**config.mk**
```make
export PLATFORM = sky130hd
export DESIGN_NAME = alu_pipe
export DESIGN_NICKNAME = d
export VERILOG_FILES = /design/src/rtl/alu_pipe.sv
export SDC_FILE = /design/constraint.sdc
export NUM_CORES = 1
export LEC_CHECK = 0
export CAP_MARGIN = 5
export CORE_MARGIN = 1.5
export CORE_UTILIZATION = 45
export CTS_CLUSTER_DIAMETER = 150
export DETAILED_ROUTE_END_ITERATION = 12
export PLACE_DENSITY = 0.7
export SLEW_MARGIN = 20
export SYNTH_ARGS = -nofsm -noshare
export SYNTH_HDL_FRONTEND = slang
export SYNTH_SLANG_ARGS = --single-unit
```
**constraint.sdc**
```tcl
create_clock -name clk -period 3.5 [get_ports clk]
set_clock_uncertainty 0.2 [all_clocks]
set_input_delay 0.7 -clock clk [delete_from_list [all_inputs] [get_ports clk]]
set_output_delay 0.7 -clock clk [all_outputs]
set_load 0.03 [all_outputs]
```
**src/rtl/alu_pipe.sv**
```systemverilog
// Registered ALU with a valid/ready handshake and one output register stage.
// Optional accumulate op (sel=111) is enabled by defining ALU_ACC_EN.
module alu_pipe #(
  parameter int WIDTH = 8
) (
  input  logic             clk,
  input  logic             rst,
  input  logic             in_valid,
  output logic             in_ready,
  input  logic [WIDTH-1:0] a,
  input  logic [WIDTH-1:0] b,
  input  logic [2:0]       sel,
  output logic             out_valid,
  input  logic             out_ready,
  output logic [WIDTH-1:0] out,
  output logic             carry_out,
  output logic             zero_flag,
  output logic             ovf_flag,
  output logic             neg_flag
);

  localparam int SHW = $clog2(WIDTH);
  localparam logic [WIDTH-1:0] WIDTH_V = WIDTH'(WIDTH);

  localparam logic [2:0] OP_AND = 3'b000;
  localparam logic [2:0] OP_OR  = 3'b001;
  localparam logic [2:0] OP_XOR = 3'b010;
  localparam logic [2:0] OP_ADD = 3'b011;
  localparam logic [2:0] OP_SUB = 3'b100;
  localparam logic [2:0] OP_SLL = 3'b101;
  localparam logic [2:0] OP_SRL = 3'b110;
  localparam logic [2:0] OP_ACC = 3'b111;

  logic             out_valid_r;
  logic [WIDTH-1:0] out_r;
  logic             carry_r;
  logic             zero_r;
  logic             ovf_r;
  logic             neg_r;

  logic             xfer_s;
  logic [WIDTH-1:0] res_s;
  logic             carry_s;
  logic             ovf_s;
  logic [WIDTH:0]   sum_s;
  logic [WIDTH:0]   dif_s;
  logic             shift_big_s;

`ifdef ALU_ACC_EN
  logic [WIDTH-1:0] acc_r;
  logic [WIDTH:0]   acc_sum_s;
`endif

  // Stage frees up as soon as the held result is being consumed.
  assign in_ready = !out_valid_r || out_ready;
  assign xfer_s   = in_valid && in_ready;

  assign sum_s       = {1'b0, a} + {1'b0, b};
  assign dif_s       = {1'b0, a} - {1'b0, b};
  assign shift_big_s = (b >= WIDTH_V);
`ifdef ALU_ACC_EN
  assign acc_sum_s   = {1'b0, acc_r} + {1'b0, a};
`endif

  // Result and carry/overflow selection for the current opcode.
  always_comb begin
    res_s   = {WIDTH{1'b0}};
    carry_s = 1'b0;
    ovf_s   = 1'b0;
    case (sel)
      OP_AND: res_s = a & b;
      OP_OR:  res_s = a | b;
      OP_XOR: res_s = a ^ b;
      OP_ADD: begin
        res_s   = sum_s[WIDTH-1:0];
        carry_s = sum_s[WIDTH];
        ovf_s   = (a[WIDTH-1] == b[WIDTH-1]) && (sum_s[WIDTH-1] != a[WIDTH-1]);
      end
      OP_SUB: begin
        res_s   = dif_s[WIDTH-1:0];
        carry_s = dif_s[WIDTH];
        ovf_s   = (a[WIDTH-1] != b[WIDTH-1]) && (dif_s[WIDTH-1] != a[WIDTH-1]);
      end
      // The whole of b is range-checked, not just the low SHW bits.
      OP_SLL: begin
        if (shift_big_s) res_s = {WIDTH{1'b0}};
        else             res_s = a << b[SHW-1:0];
      end
      OP_SRL: begin
        if (shift_big_s) res_s = {WIDTH{1'b0}};
        else             res_s = a >> b[SHW-1:0];
      end
      OP_ACC: begin
`ifdef ALU_ACC_EN
        if (b[0]) begin
          res_s = a;
        end else begin
          res_s   = acc_sum_s[WIDTH-1:0];
          carry_s = acc_sum_s[WIDTH];
          ovf_s   = (acc_r[WIDTH-1] == a[WIDTH-1]) && (acc_sum_s[WIDTH-1] != a[WIDTH-1]);
        end
`else
        res_s = {WIDTH{1'b0}};
`endif
      end
      default: res_s = {WIDTH{1'b0}};
    endcase
  end

  // Output register: loads on transfer, otherwise holds; valid drops on consume.
  always_ff @(posedge clk or posedge rst) begin
    if (rst) begin
      out_valid_r <= 1'b0;
      out_r       <= {WIDTH{1'b0}};
      carry_r     <= 1'b0;
      zero_r      <= 1'b1;
      ovf_r       <= 1'b0;
      neg_r       <= 1'b0;
    end else if (xfer_s) begin
      out_valid_r <= 1'b1;
      out_r       <= res_s;
      carry_r     <= carry_s;
      zero_r      <= (res_s == {WIDTH{1'b0}});
      ovf_r       <= ovf_s;
      neg_r       <= res_s[WIDTH-1];
    end else if (out_ready) begin
      out_valid_r <= 1'b0;
    end
  end

`ifdef ALU_ACC_EN
  // Accumulator follows ACC results only, so back-to-back ACCs chain directly.
  always_ff @(posedge clk or posedge rst) begin
    if (rst) begin
      acc_r <= {WIDTH{1'b0}};
    end else if (xfer_s && (sel == OP_ACC)) begin
      acc_r <= res_s;
    end
  end
`endif

  assign out_valid = out_valid_r;
  assign out       = out_r;
  assign carry_out = carry_r;
  assign zero_flag = zero_r;
  assign ovf_flag  = ovf_r;
  assign neg_flag  = neg_r;

endmodule

```
# Word-level counts from Yosys, hierarchy flattened
# Index checks and enable logic that the tools add are counted.
dict set report op_classes {
  add_sub_neg 2
  reduce_logical 8
  n_shift 2
  magnitude_cmp 1
  n_eq_ne 11
  n_mux 7
  n_bitwise 3
}
# operator count
set op_table {}
lappend op_table {{8-bit one-hot mux with 8 select lines} 1}
lappend op_table {{8-bit two-way mux} 2}
lappend op_table {{3-bit equality test, second input constant} 4}
lappend op_table {{8-bit by 8-bit adder with 9-bit output} 1}
lappend op_table {{8-bit by 8-bit subtractor with 9-bit output} 1}
lappend op_table {{8-bit bitwise AND} 1}
lappend op_table {{8-bit by 4-bit greater-or-equal comparator with 1-bit output, second input constant} 1}
lappend op_table {{8-bit zero test} 1}
lappend op_table {{8-bit OR} 1}
lappend op_table {{8-bit by 3-bit << shifter with 8-bit output} 1}
lappend op_table {{8-bit by 3-bit right shift with 8-bit output} 1}
lappend op_table {{8-bit bitwise XOR} 1}
lappend op_table {{3-bit by 2-bit equality test with 1-bit output, second input constant} 2}
lappend op_table {{1-bit one-hot mux with 2 select lines} 2}
lappend op_table {{3-bit by 1-bit equality test with 1-bit output, second input constant} 1}
lappend op_table {{1-bit logical AND} 3}
lappend op_table {{3-bit zero test} 1}
lappend op_table {{1-bit inequality test} 3}
lappend op_table {{1-bit two-way mux} 2}
lappend op_table {{2-bit nonzero test} 1}
lappend op_table {{1-bit equality test} 1}
lappend op_table {{1-bit zero test} 1}
lappend op_table {{1-bit logical OR} 1}
dict set report totals {
  regBits 13
  word_cells 40
  out_inout_bits 14
}

# Logic depth before layout (Yosys ltp)
# Gate-level depths: netlist of the first run.
dict set report depth {
  word_depth 4
  ltp_mapped 11
  depth_no_buf 10
}

# Worst setup path after synthesis of the first run
# OpenSTA, ideal clock, no wires.
dict set report synth_timing {
  kind {input to register}
  startpoint {input b[2]}
  endpoint {register zero_r (netlist: zero_flag)}
  t_required_ps 3214
  n_path_buf 2
  setup_time_ps 86
  setup_slack_ps 220
  arrival_ps 2994
  stages 11
  path_cell_list {buf_2 -> clkinv_1 -> ha_1 -> buf_6 -> or3_1 -> and3_1 -> xor2_1 -> a2111o_1 -> nor3_2 -> nand4b_1 -> o31ai_2}
}
dict set report synth_between {
  elab_chain_len 4
  elab_cells_between_ends 12
}
# item line
set synth_rtl {}
lappend synth_rtl {{start, declared} 11} ;# input logic [WIDTH-1:0] b,
lappend synth_rtl {{8-bit by 4-bit greater-or-equal comparator with 1-bit output (tied with other cells)} 60} ;# assign shift_big_s = (b >= WIDTH_V);
lappend synth_rtl {{8-bit two-way mux (on tied branches)} {90, 86}}
lappend synth_rtl {{8-bit one-hot mux with 8 select lines (*)} 70} ;# case (sel)
lappend synth_rtl {{8-bit zero test (*)} 123} ;# zero_r <= (res_s == {WIDTH{1'b0}});
lappend synth_rtl {{end signal, assigned} 123}
lappend synth_rtl {{end, declared} 37} ;# logic zero_r;
# Mark *: on every way between the ends. The rest lies on a longest branch, timed or not.
# A chain may end at the register's enable or synchronous reset.

# Final worst setup path of the first run
dict set report layout_timing {
  startpoint {input a[0]}
  endpoint {register zero_r (netlist: zero_flag)}
}
dict set report layout_between {
  elab_chain_len 4
  elab_cells_between_ends 11
}
# item line
set layout_rtl {}
lappend layout_rtl {{start, declared} 10} ;# input logic [WIDTH-1:0] a,
lappend layout_rtl {{parallel branches: the longest is 2 deep, another holds 8-bit by 8-bit subtractor with 9-bit output} -}
lappend layout_rtl {{8-bit one-hot mux with 8 select lines (*)} 70}
lappend layout_rtl {{8-bit zero test (*)} 123}
# Mark *: on every way between the ends.

==> flow_summary_export.csv, run 1 <==
group,metric,value,unit
status,status,"completed",
clock_tree,numCtsBuffers,3,
drt,drt-total-wl,6960,um
final_layout,drive_gt1_share,20.1,%
grt,grt_max_degree,24,
critical_path,cp.required,3.46,ns
floorplanning,row_count,26,
clock_tree,clock_latency,0.24,ns
drt,avgRoutedWirePerCell,16.2,um
floorplanning,top_level_ports,37,
power_and_ir_drop,power.static_leakage,1.37,nW
floorplanning,die_y,75.8,um
yosys,yosysWarningCount,0,
clock_tree,path_clk_slew,0.05,ns
floorplanning,die-area,5740,sq um
critical_path,worst-setup-path-type,"in -> reg",
clock_tree,h-tree-depth,1,
timing,hold_viol_final,0,
drt,dr_total_vias,2578,
placement,io_buffers,36,
yosys,synth_nets,350,
placement,place.gp.congestion,0.931,
timing,tightest_slew,0.615,ns
final_layout,nets,410,
drt,drt_pass1_iterations,5,
critical_path,endpoint_kind,"flip-flop",
timing,max_freq,298,MHz
power_and_ir_drop,p_per_area,252,nW/um^2
final_layout,area_delta_synth_final,30.9,%
final_layout,fill_cells,482,
floorplanning,initial_utilization,46.7,%
grt,grt_pass1_vias,2385,
timing,min_period_over_period,96.0,%
worst_hold_path,hold_path_class,"reg -> reg",
final_layout,layout_commonest_cell,"buf_4",
clock_tree,clock_sinks,12,
floorplanning,fp.coreArea,5110,sq um
clock_tree,cts_tree,"built",
floorplanning,dieWidth,75.8,um
grt,grt_overflow_total,0,
grt,antenna_found_initial,0,
yosys,synth-seq-cells,12,
final_layout,final_util,61.1,%
timing,drv_slew,0,
timing,period_minus_slack,3.36,ns
power_and_ir_drop,irDropWorstVdd,0.163,mV
clock_tree,root_buffer,"clkbuf_8",
flow_run,cap_violations,0,
timing,tns,0,ns
clock_tree,clockBufferDepth,2,
timing,rsz0062_at_grt,"true",
drt,drt_iter0_markers,247,
critical_path,arrival,3.32,ns
yosys,ys.flop_type,"dfrtp_1",
critical_path,cp_max_fo,2,
drt,detail-route-antenna-nets,0,
yosys,async_flop_share,100,%
final_layout,n_antenna_cell,0,
yosys,synth_edf_count,0,
timing,setup_viol,0,
placement,dpl.hpwl,5560,um
yosys,ys_seq_area_share,12.6,%
yosys,synth.distinct_cells,68,
final_layout,mostFrequentLayoutCells,"45 x buf_4, 36 x clkdlybuf4s50_1, 24 x ha_1",
grt,grt_pass1_wl,11300,um
drt,vias_per_cell,6.01,
power_and_ir_drop,p_total,787,uW
timing,maxSlewHeadroom,58.9,%
yosys,synthesis.area,2380,sq um
yosys,syn_avg_cell_area,7.95,sq um
critical_path,cp-start-kind,"input port",
grt,grtUsageTotal,25.4,%
yosys,syn_inst,300,
drt,drc_errors,0,
## cells by family after synthesis
group	synth area share [%]
buffers and inverters	9.44
adders and majority gates	14.8
and+or+nand+nor	20.5
DFF	12.6
AOI/OAI and AO/OA	29.3
muxes	12.5
xor gates and xnor gates	0.735
## synth_stat cells, types with 4 or more instances
cell	count	share of area, %
a211oi_1	4	1.3
a21oi_1	18	3.8
a221o_1	4	1.7
a31oi_1	6	1.6
and3_1	5	1.3
buf_2	8	1.7
clkbuf_1	13	2.0
dfrtp_1	11	12
ha_1	25	13
inv_1	23	3.6
mux2_2	7	3.3
mux2i_1	7	2.9
mux4_1	4	4.4
nand2_1	22	3.5
nand2b_1	5	1.3
nor2_1	15	2.4
nor2b_1	6	1.6
nor3_1	8	1.7
o21ai_0	21	4.4
o22ai_1	5	1.3
o31ai_1	5	1.6
or3_1	4	1.0
## timing repair
item                                    CTS  global route
setup buffers                             0             0
endpoints found under the setup margin    0             3
hold buffers                              0             0
gates resized for setup                   0             7
## state kept, by name (all words and copies together), names as in the netlist
name / flops
out: 8
carry_out: 1
out_valid: 1
ovf_flag: 1
zero_flag: 1
## worst max-delay path: stages
cell	delay [ns]
clkdlybuf4s50_1	0.47
inv_1	0.06
ha_2	0.19
fa_2	0.35
or3_4	0.37
and3_1	0.18
xor2_1	0.14
a2111o_1	0.39
nor3_2	0.12
nand4b_1	0.12
o31ai_2	0.22
## path summary, 6_finish.rpt
kind | start | to | slack [ns] | cells past startpoint
setup / recovery | a[0] | zero_flag | 0.14 | 11
hold / removal | out[5] | out[5] | 0.28 | 2
max in group asynchronous | rst | zero_flag | 2.22 | 2
setup reg to reg | out_valid | zero_flag | 1.63 | 6
hold reg to reg | out[5] | out[5] | 0.28 | 2
min in group asynchronous | rst | out_valid | 0.55 | 2
## through the flow
| stage | instances | hold slack [ns] | worst slack [ns] | cell area [sq um] |
|---|---|---|---|---|
| after floorplan | 300 | 0.343 | 0.220 | 2380 |
| after global placement | 425 | 0.261 | -0.186 | 3040 |
| after detailed placement | 425 | 0.276 | -0.198 | 3040 |
| after CTS | 429 | 0.286 | 0.0503 | 3090 |
| after global routing | 429 | 0.311 | -0.0570 | 3120 |
| final | 429 | 0.275 | 0.140 | 3120 |
## area by class of cell
cell class | instances | area [sq um] | share of cell area (%)
Clock buffer | 4 | 55.1 | 1.76
Tap cell | 70 | 87.6 | 2.81
Multi-Input combinational cell | 238 | 1890 | 60.5
Sequential cell | 12 | 302 | 9.66
Timing Repair Buffer | 81 | 698 | 22.4
Inverter | 24 | 90.1 | 2.89
## per-layer routing
layer | track usage (%) | wire length [um]
met5 | 0 | 0
met4 | 9.52 | 161
met3 | 2.91 | 580
met2 | 42.0 | 3240
met1 | 33.8 | 2980
## power by group
part           leakage, nW  internal [mW]  total (mW)  switching [mW]
clock               0.0288         0.0991       0.147          0.0481
sequential           0.146          0.162       0.175          0.0123
combinational         1.20          0.217       0.466           0.249
total                 1.37          0.478       0.787           0.310
(Power assumes the default switching activity.)
==> run 2: changes to the inputs <==
--- a/config.mk
+++ b/config.mk
@@ -5,6 +5,7 @@
 export SDC_FILE = /design/constraint.sdc
 export NUM_CORES = 1
 export LEC_CHECK = 0
+export ABC_CLOCK_PERIOD_IN_PS = 3500
 export CAP_MARGIN = 5
 export CORE_MARGIN = 1.5
 export CORE_UTILIZATION = 45
==> results of run 2 <==
Final layout, timing and power as in run 1 (identical DEF).
==> run 3: changes to the inputs <==
--- a/config.mk
+++ b/config.mk
@@ -8,10 +8,10 @@
 export ABC_CLOCK_PERIOD_IN_PS = 3500
 export CAP_MARGIN = 5
 export CORE_MARGIN = 1.5
-export CORE_UTILIZATION = 45
+export CORE_UTILIZATION = 30
 export CTS_CLUSTER_DIAMETER = 150
 export DETAILED_ROUTE_END_ITERATION = 12
-export PLACE_DENSITY = 0.7
+export PLACE_DENSITY = 0.51
 export SLEW_MARGIN = 20
 export SYNTH_ARGS = -nofsm -noshare
 export SYNTH_HDL_FRONTEND = slang
==> flow_summary_export.csv, run 3 (synthesis results as in run 1) <==
group,metric,value,unit
drt,detail-route-antenna-nets,0,
drt,vias_per_cell,5.46,
critical_path,crit_family,"simple AND/OR/NAND/NOR gates",
timing,max_freq,294,MHz
grt,grt_use_met1,26.0,%
final_layout,n_antenna_cell,0,
critical_path,r2r_setup_slack,1.55,ns
critical_path,arrival,3.36,ns
grt,grt_pass1_vias,2431,
critical_path,path_cells,"clkdlybuf4s50_1 > inv_2 > fa_2 > or3_4 > and3_1 > xor2_1 > a2111o_1 > nor3_2 > nand4b_1 > o31ai_2",
timing,hold_ws,0.283,ns
clock_tree,hold_buffers,0,
timing,period_minus_slack,3.41,ns
clock_tree,root_buffer,"clkbuf_8",
critical_path,cp.required,3.45,ns
floorplanning,dieWidth,92.2,um
drt,drc_errors,0,
clock_tree,clockBufferDepth,2,
critical_path,critPathSlowestCell,"clkdlybuf4s50_1",
grt,grt_max_degree,24,
drt,drt-total-wl,8040,um
grt,grt_use_met2,31.6,%
final_layout,layout_commonest_cell,"buf_4",
final_layout,area_delta_synth_final,36.9,%
worst_hold_path,min_to,"zero_flag",
placement,dp_cells,468,
critical_path,cp-start-kind,"input port",
power_and_ir_drop,power.static_leakage,1.45,nW
floorplanning,die_y,92.2,um
grt,grt_busiest_layer,"met2",
drt,drt_iter0_markers,143,
status,status,"completed",
critical_path,ff2ff_path_depth,6,
clock_tree,clock_latency,0.24,ns
clock_tree,path_clk_slew,0.05,ns
drt,drt_pass1_iterations,4,
critical_path,max_stage_delay,0.49,ns
final_layout,largest_reg_flops,8,
timing,hold_viol_final,0,
final_layout,mostFrequentLayoutCells,"57 x buf_4, 33 x clkdlybuf4s50_1, 22 x nand2_1",
floorplanning,row_count,32,
clock_tree,clock_sinks,12,
critical_path,endpoint_kind,"flip-flop",
critical_path,cp.depth,10,
power_and_ir_drop,p_per_area,249,nW/um^2
drt,avgRoutedWirePerCell,17.0,um
critical_path,crit_buf_inv,2,
worst_hold_path,hold_path_depth,2,
clock_tree,cts_tree,"built",
placement,dpl.hpwl,6530,um
critical_path,r2r-start,"out_valid",
grt,grt_overflow_total,0,
power_and_ir_drop,p_total,813,uW
timing,min_period_over_period,97.3,%
power_and_ir_drop,irDropWorstVdd,0.124,mV
worst_hold_path,hold_path_class,"reg -> reg",
grt,antenna_found_initial,0,
floorplanning,initial_utilization,30.9,%
timing,setup_viol,0,
timing,maxSlewHeadroom,62.7,%
floorplanning,top_level_ports,37,
final_layout,nets,423,
placement,place.gp.congestion,0.950,
final_layout,drive_gt1_share,23.7,%
grt,grt_pass1_wl,12800,um
final_layout,fin_cells,474,
clock_tree,numCtsBuffers,3,
worst_hold_path,hp-start,"zero_flag",
placement,io_buffers,36,
grt,met3_usage,2.32,%
flow_run,cap_violations,0,
floorplanning,fp.coreArea,7730,sq um
timing,drv_slew,0,
critical_path,worst-setup-path-type,"in -> reg",
drt,dr_total_vias,2589,
grt,grtUsageTotal,19.1,%
floorplanning,die-area,8490,sq um
critical_path,reg2reg_to,"zero_flag",
timing,tightest_slew,0.558,ns
critical_path,cp_max_fo,3,
clock_tree,h-tree-depth,1,
-- run 3: cell types whose count changed in the layout (fill, tap and decap cells not counted), sizes merged --
| cell | previous run | this run |
|---|---|---|
| buf | 45 | 58 |
| clkdlybuf4s50 | 36 | 33 |
| dlymetal6s2s | 0 | 3 |
-- run 3: worst reg2reg max path, cell delays in order (launching register included) --
cell	delay, ns
dfrtp_1	0.37
nand2b_1	0.12
nand2_1	0.24
a2111o_1	0.39
nor3_2	0.18
nand4b_1	0.15
o31ai_2	0.22
-- run 3: metrics by stage --
step                      util, %  area [sq um]  setup TNS (ns)  setup slack [ns]
after global routing         42.3          3270        -0.00661          -0.00661
after global placement       40.9          3160          -0.614            -0.218
after CTS                    41.6          3220               0           0.00595
after floorplan                 -          2380               0             0.220
final                        42.3          3270               0            0.0937
after detailed placement     40.9          3160          -0.931            -0.319
-- run 3: final cells by class --
cell class | count | area, sq um
inverter | 24 | 90.1
tap | 102 | 128
multi-input combinational | 238 | 1880
timing repair buffer | 94 | 807
sequential | 12 | 302
fill | 782 | 4460
clock buffer | 4 | 55.1
-- run 3: power by group --
part / switching [mW] / internal [mW] / total [mW]
sequential: 0.0121 / 0.162 / 0.174
combinational: 0.259 / 0.232 / 0.491
clock: 0.0482 / 0.0991 / 0.147
total: 0.320 / 0.493 / 0.813
-- run 3: how the worst max path moves through the flow --
stage	start	to	slack, ns
3_3_place_gp	a[0]	zero_flag	-0.22
3_5_place_dp	a[0]	zero_flag	-0.32
2_1_floorplan	b[2]	zero_flag	0.22
6_report	a[1]	zero_flag	0.09
4_1_cts	a[0]	zero_flag	0.006
5_1_grt	a[3]	zero_flag	-0.007
-- run 3: repair_timing --
item	in CTS	in global routing
gates resized for setup	2	12
buffers inserted	0	2
setup endpoints to repair	1	2
pin swaps	3	5
-- run 3: per-layer routing --
metal,share of wire (%),up-vias,routed length [um]
li1,-,1270,-
met1,46,1235,3730
met2,48,74,3830
met3,4.6,10,367
met4,1.5,0,117
met5,0,-,0
